**src/rtl/fifo_serial_tx.sv**
```systemverilog
// fifo_serial_tx: pops one word at a time from the upstream word FIFO and
// sends it on a single-wire async line (start, WIDTH data bits LSB first,
// optional even parity, one stop bit). Busy and a frame counter are
// exported for debug pins.
module fifo_serial_tx #(
  parameter int WIDTH        = 6,
  parameter int CLKS_PER_BIT = 16,
  parameter int PARITY_EN    = 1
) (
  input  logic             clk,
  input  logic             reset,
  input  logic             enable,
  input  logic             fifo_empty,
  input  logic [WIDTH-1:0] fifo_data,
  output logic             fifo_read_en,
  output logic             tx,
  output logic             busy,
  output logic [7:0]       frame_count
);

  localparam int BAUD_W = (CLKS_PER_BIT > 1) ? $clog2(CLKS_PER_BIT) : 1;
  localparam int BIT_W  = $clog2(WIDTH + 1);
  localparam logic [BAUD_W-1:0] BAUD_LAST = BAUD_W'(CLKS_PER_BIT - 1);
  localparam logic [BIT_W-1:0]  BIT_LAST  = BIT_W'(WIDTH - 1);

  typedef enum logic [2:0] {
    IDLE,
    POP,
    LATCH,
    START,
    DATA,
    PARITY,
    STOP
  } state_t;

  state_t            state;
  logic [WIDTH-1:0]  sr;
  logic              par;
  logic [BAUD_W-1:0] baud_cnt;
  logic [BIT_W-1:0]  bit_cnt;
  logic              baud_done;

  // Terminal count of the per-bit baud counter.
  always_comb begin
    baud_done = (baud_cnt == BAUD_LAST);
  end

  // Frame sequencer; tx is loaded one edge ahead so it is registered yet
  // still shows the current bit for the full CLKS_PER_BIT cycles.
  always_ff @(posedge clk) begin
    if (reset) begin
      state        <= IDLE;
      sr           <= '0;
      par          <= 1'b0;
      baud_cnt     <= '0;
      bit_cnt      <= '0;
      fifo_read_en <= 1'b0;
      tx           <= 1'b1;
      busy         <= 1'b0;
      frame_count  <= '0;
    end else begin
      fifo_read_en <= 1'b0;
      case (state)
        IDLE: begin
          tx   <= 1'b1;
          busy <= 1'b0;
          if (enable && !fifo_empty) begin
            state        <= POP;
            fifo_read_en <= 1'b1;
            busy         <= 1'b1;
          end
        end
        POP: begin
          state <= LATCH;
        end
        LATCH: begin
          sr       <= fifo_data;
          par      <= (PARITY_EN != 0) ? ^fifo_data : 1'b0;
          bit_cnt  <= '0;
          baud_cnt <= '0;
          tx       <= 1'b0;
          state    <= START;
        end
        START: begin
          if (baud_done) begin
            baud_cnt <= '0;
            tx       <= sr[0];
            state    <= DATA;
          end else begin
            baud_cnt <= baud_cnt + 1'b1;
          end
        end
        DATA: begin
          if (baud_done) begin
            baud_cnt <= '0;
            sr       <= sr >> 1;
            bit_cnt  <= bit_cnt + 1'b1;
            if (bit_cnt == BIT_LAST) begin
              if (PARITY_EN != 0) begin
                tx    <= par;
                state <= PARITY;
              end else begin
                tx    <= 1'b1;
                state <= STOP;
              end
            end else begin
              // sr[1] becomes sr[0] at this same edge.
              tx <= sr[1];
            end
          end else begin
            baud_cnt <= baud_cnt + 1'b1;
          end
        end
        PARITY: begin
          if (baud_done) begin
            baud_cnt <= '0;
            tx       <= 1'b1;
            state    <= STOP;
          end else begin
            baud_cnt <= baud_cnt + 1'b1;
          end
        end
        STOP: begin
          if (baud_done) begin
            baud_cnt    <= '0;
            busy        <= 1'b0;
            frame_count <= frame_count + 1'b1;
            state       <= IDLE;
          end else begin
            baud_cnt <= baud_cnt + 1'b1;
          end
        end
        default: begin
          state <= IDLE;
          tx    <= 1'b1;
          busy  <= 1'b0;
        end
      endcase
    end
  end

endmodule
```
**config.mk**
```make
export PLATFORM = sky130hd
export DESIGN_NAME = fifo_serial_tx
export DESIGN_NICKNAME = d
export VERILOG_FILES = /design/src/rtl/fifo_serial_tx.sv
export SDC_FILE = /design/constraint.sdc
export NUM_CORES = 1
export LEC_CHECK = 0
export CORE_MARGIN = 8
export CORE_UTILIZATION = 54
export CTS_CLUSTER_SIZE = 25
export DETAILED_ROUTE_END_ITERATION = 7
export PLACE_DENSITY = 0.83
export SLEW_MARGIN = 10
export SYNTH_ARGS = -nofsm -noshare
export SYNTH_HDL_FRONTEND = slang
export SYNTH_SLANG_ARGS = --single-unit
```
**constraint.sdc**
```tcl
create_clock -name clk -period 2.16 [get_ports clk]
set_clock_uncertainty 0.2 [all_clocks]
set_input_delay 0.54 -clock clk [delete_from_list [all_inputs] [get_ports clk]]
set_output_delay 0.54 -clock clk [all_outputs]
set_load 0.05 [all_outputs]
```
Yosys cells after proc, flatten, opt, wreduce, memory -nomap -nowiden

Index checks and enable logic that the tools add are counted.
W data, S select, Z words.

Bits in registers: 28
Input port bits: 10
Output and inout port bits: 11
Word-level logic and storage cells: 65

Add/subtract/negate cells: 3
Equal/unequal tests: 14
Multiplexer cells: 21
Bitwise gates (word level): 3
Reduce and logical (&&, ||, !) cells: 15

Operators by type and width:

| operator              | number |
|---|---|
| $mux W3               | 7 |
| $pmux W3 S7           | 1 |
| $eq A3 B3 Y1 const B  | 4 |
| $ne A2 B2 Y1 const B  | 6 |
| $pmux W6 S2           | 1 |
| $add A8 B1 Y8 const B | 1 |
| $pmux W4 S2           | 1 |
| $eq A3 B2 Y1 const B  | 2 |
| $mux W1               | 6 |
| $mux W6               | 1 |
| $pmux W3 S2           | 1 |
| $reduce_and A2 Y1     | 3 |
| $reduce_and A6 Y1     | 1 |
| $reduce_xor A6 Y1     | 1 |
| $pmux W1 S5           | 1 |
| $reduce_or A5 Y1      | 1 |
| $add A4 B1 Y4 const B | 1 |
| $eq A4 B4 Y1 const B  | 1 |
| $mux W4               | 1 |
| $reduce_and A4 Y1     | 1 |
| $reduce_bool A2 Y1    | 2 |
| $reduce_or A2 Y1      | 2 |
| $reduce_or A4 Y1      | 1 |
| $add A3 B1 Y3 const B | 1 |
| other kinds (6)       | 8 |

Logic depth before layout (Yosys ltp)

Depth after elaboration: 4
Gate-level depth with buffers: 6
Depth with buffers taken out: 6

Worst setup path after synthesis

OpenSTA, ideal clock, no wires.

Path kind: reg2reg
From: reg frame_count[0]
To: reg frame_count[7]
Library setup time: 0.123 ns
Arrival time: 1.431 ns
Required time: 1.837 ns
Setup slack: 0.405 ns
Cell stages (with the launch flop): 5
Path buffers: 0
Clock period less this slack: 1.755 ns
Cells stage by stage: dfxtp_1 -> nand2_1 -> nor3_1 -> nand3_1 -> mux2_1

Longest elaborated chain between the ends: 1

Ends and longest elaborated chain:

| what                   | line | source |
|---|---|---|
| start, declared        | 18   | `output logic [7:0] frame_count` |
| start signal, assigned | 127  | `frame_count <= frame_count + 1'b1;` |
| $add A8 B1 Y8          | 127  |  |

Every way passes these cells.
A chain may end at the register's enable or synchronous reset.

Worst setup path after layout

From: reg baud_cnt[0]
To: reg sr[4]

Longest elaborated chain between the ends: 3

Ends and longest elaborated chain:

| what                        | line | source |
|---|---|---|
| start, declared             | 39   | `logic [BAUD_W-1:0] baud_cnt;` |
| start signal, assigned      | 90   | `baud_cnt <= baud_cnt + 1'b1;` |
| start signal, assigned      | 111  | `baud_cnt <= baud_cnt + 1'b1;` |
| start signal, assigned      | 120  | `baud_cnt <= baud_cnt + 1'b1;` |
| $eq A4 B4 Y1                | 45   | `baud_done = (baud_cnt == BAUD_LAST);` |
| $ne A2 B2 Y1 (no line)      | --   |  |
| $reduce_and A2 Y1 (no line) | --   |  |
| end signal, assigned        | 77   | `sr <= fifo_data;` |
| end signal, assigned        | 96   | `sr <= sr >> 1;` |
| end, declared               | 37   | `logic [WIDTH-1:0] sr;` |

Every way passes these cells.

==> qor.txt <==
Setup bufs post-CTS = 0
Final setup fails = 0
Setup TNS = 0 ps
# DRC = 0
Share of the synthesized area in the top cell type = 35.5%
Gate count of the mapped netlist = 190
Hold Fails Final Rpt = 0
Via density per instance = 6.16
Core Region = 2760 um^2
CP max FO = 10
Starting Density = 57.3%
Post-synth EDFFs = 0
Max_cap viols = 0
WHS = 297 ps
CTS tree = built
Seq cells post-synth = 28
Die X = 70.1 um
Cell Area, Synth = 1580 um^2
Share of post-route cells with drive strength above 1 = 17.3%
Pre-CTS WS = 14.8 ps
Row count = 19
YS warnings = 0
RSZ-0062 raised after global routing = false
CP max stage delay = 400 ps
Post-synthesis async set-or-reset flop share = 0%
Unique masters post-synth = 49
Slew Limit Fails = 0
Global-route wire length before repair = 6.49 mm
Most frequent cells in the layout = dfxtp_1 (28), buf_4 (24), nor2_1 (23), nand2_1 (14), nand3_1 (12)
Wire per inst = 15.5 um
Largest net degree at the start of global routing = 24
Status = completed
Critical path arrival = 2080 ps
Initial antenna violation count = 0
Worst Tran Pin Value = 525 ps
Relative slew slack = 64.9%
Port bufs = 20
Detailed placement HPWL = 2.84 mm
Synth-to-Final Area Change = 17.7%
H-tree Lvls = 1
Chip Height = 70.1 um
Pwr dens = 541 nW/um^2
Max Clock Freq = 0.494 GHz
DR vias = 1508
DR iter-0 viols = 76
Mean Syn Cell Area = 8.32 um^2
CP required = 2210 ps
Final Cycle Share = 93.8%
CP endpoint kind = register
Placer Congestion = 0.904
CTS clock-pin slew for the worst setup and hold paths = 150 ps
LEAKAGE = 0.664 nW
Worst VDD drop = 597 uV
Final worst slack = 134 ps
Post-synth net total = 204
Total grt overflow = 0
Commonest non-fill, non-tap cell in the layout = dfxtp_1
Routed wire length = 3.81 mm
Top cells by area, synth = dfxtp_1 (35%), xnor2_1 (5.5%), nor2_1 (5.5%)
Vias in the first global route = 1512
Gr usage total = 15.2%
Min-delay worst type = register to register
Largest area contributor in the netlist = dfxtp_1
Final min period = 2030 ps
DRT antenna net count = 0
Most used DFF post-synth = dfxtp_1
Type of origin of the critical path = register
Register area share after synthesis = 35.5%
Clk root buf = clkbuf_4
Hold-fix buffers at CTS = 0
Worst skew pair latency = 330 ps
First drt pass iteration count = 4
Resized cells post-CTS = 0
CP max stage cell = dfxtp_1
Worst setup path class = register to register
Clock Sinks = 28
CTS Buffer Depth = 2
Nets@finish = 229
ANT cells = 0
Num CTS Buffers = 3
Die ar. = 4910 um^2
Final core utilization = 67.4%
# IOs = 21
Cell chain of the critical path = ha_1 -> nand3_2 -> buf_4 -> o22ai_4 -> nor2_1 -> a311oi_1
## stage by stage
stage          total power [W]  std cells  cell area (um^2)
2_1_floorplan         0.000694        190              1580
3_3_place_gp          0.000745        241              1820
3_5_place_dp          0.000755        241              1820
4_1_cts                0.00101        245              1850
5_1_grt                0.00105        245              1860
6_report               0.00101        245              1860
## worst paths after layout
path / start / endpoint / slack (ps) / cells after the start
min reg2reg: bit_cnt[1] / bit_cnt[1] / 300 / 2
max reg2reg: baud_cnt[0] / sr[4] / 130 / 6
min: bit_cnt[1] / bit_cnt[1] / 300 / 2
max: baud_cnt[0] / sr[4] / 130 / 6
## metal layers
metal	wire length, um	track usage, %	vias to the layer above
met5	0	0	-
met4	41	6.47	0
met3	185	2.82	5
met2	1940	27.2	57
met1	1640	16.9	701
li1	-	-	745
## report_power, final
group	internal, W	switching, W	leakage [nW]
logic	0.0000819	0.0000992	0.416
registers	0.000539	0.0000269	0.227
clock network	0.000103	0.000156	0.0210
## flip-flops by register name, indices dropped and copies added (netlist names)
signal	flops
state	3
fifo_read_en	1
busy	1
baud_cnt	4
sr	6
tx	1
bit_cnt	3
frame_count	8
par	1
## area by class of cell
type / instances / area, um^2
Sequential cell: 28 / 561
Multi-Input combinational cell: 143 / 931
Tap cell: 31 / 38.8
Fill cell: 229 / 898
Timing Repair Buffer: 33 / 270
Inverter: 6 / 22.5
Clock buffer: 4 / 36.3
## critical path, delay by kind of cell, from the launching register on
kind	cells	cell delay, ps
fa+ha+maj	1	290
flops	1	400
buf+inv	1	230
compound gates	2	510
simple gates	2	300
## cells in the mapped netlist (2+ instances only)
| master | count |
|---|---|
| a2111oi_0 | 2 |
| a211o_1 | 2 |
| a211oi_1 | 4 |
| a21oi_1 | 9 |
| a22oi_1 | 3 |
| a311oi_1 | 5 |
| a31oi_1 | 3 |
| and2_1 | 2 |
| buf_2 | 7 |
| buf_6 | 2 |
| clkbuf_1 | 4 |
| dfxtp_1 | 28 |
| ha_1 | 4 |
| inv_1 | 6 |
| nand2_1 | 14 |
| nand2b_1 | 3 |
| nand3_1 | 13 |
| nand4_1 | 2 |
| nor2_1 | 23 |
| nor3_1 | 4 |
| nor4_2 | 2 |
| o211ai_1 | 2 |
| o21ai_0 | 6 |
| o21ai_1 | 3 |
| or3_1 | 3 |
| xnor2_1 | 10 |
| xor2_1 | 2 |
## kinds of logic after synthesis
logic type | after synthesis | synth area share (%)
AO/OA/AOI/OAI | 49 | 22.7
flip-flops | 28 | 35.5
AND/OR/NAND/NOR | 76 | 24.6
adder cells (fa/ha/maj) | 4 | 3.17
buffers and inverters | 19 | 6.02
XOR/XNOR | 12 | 6.65
multiplexers | 2 | 1.35
Note: power is estimated with default switching activity, not from simulation.
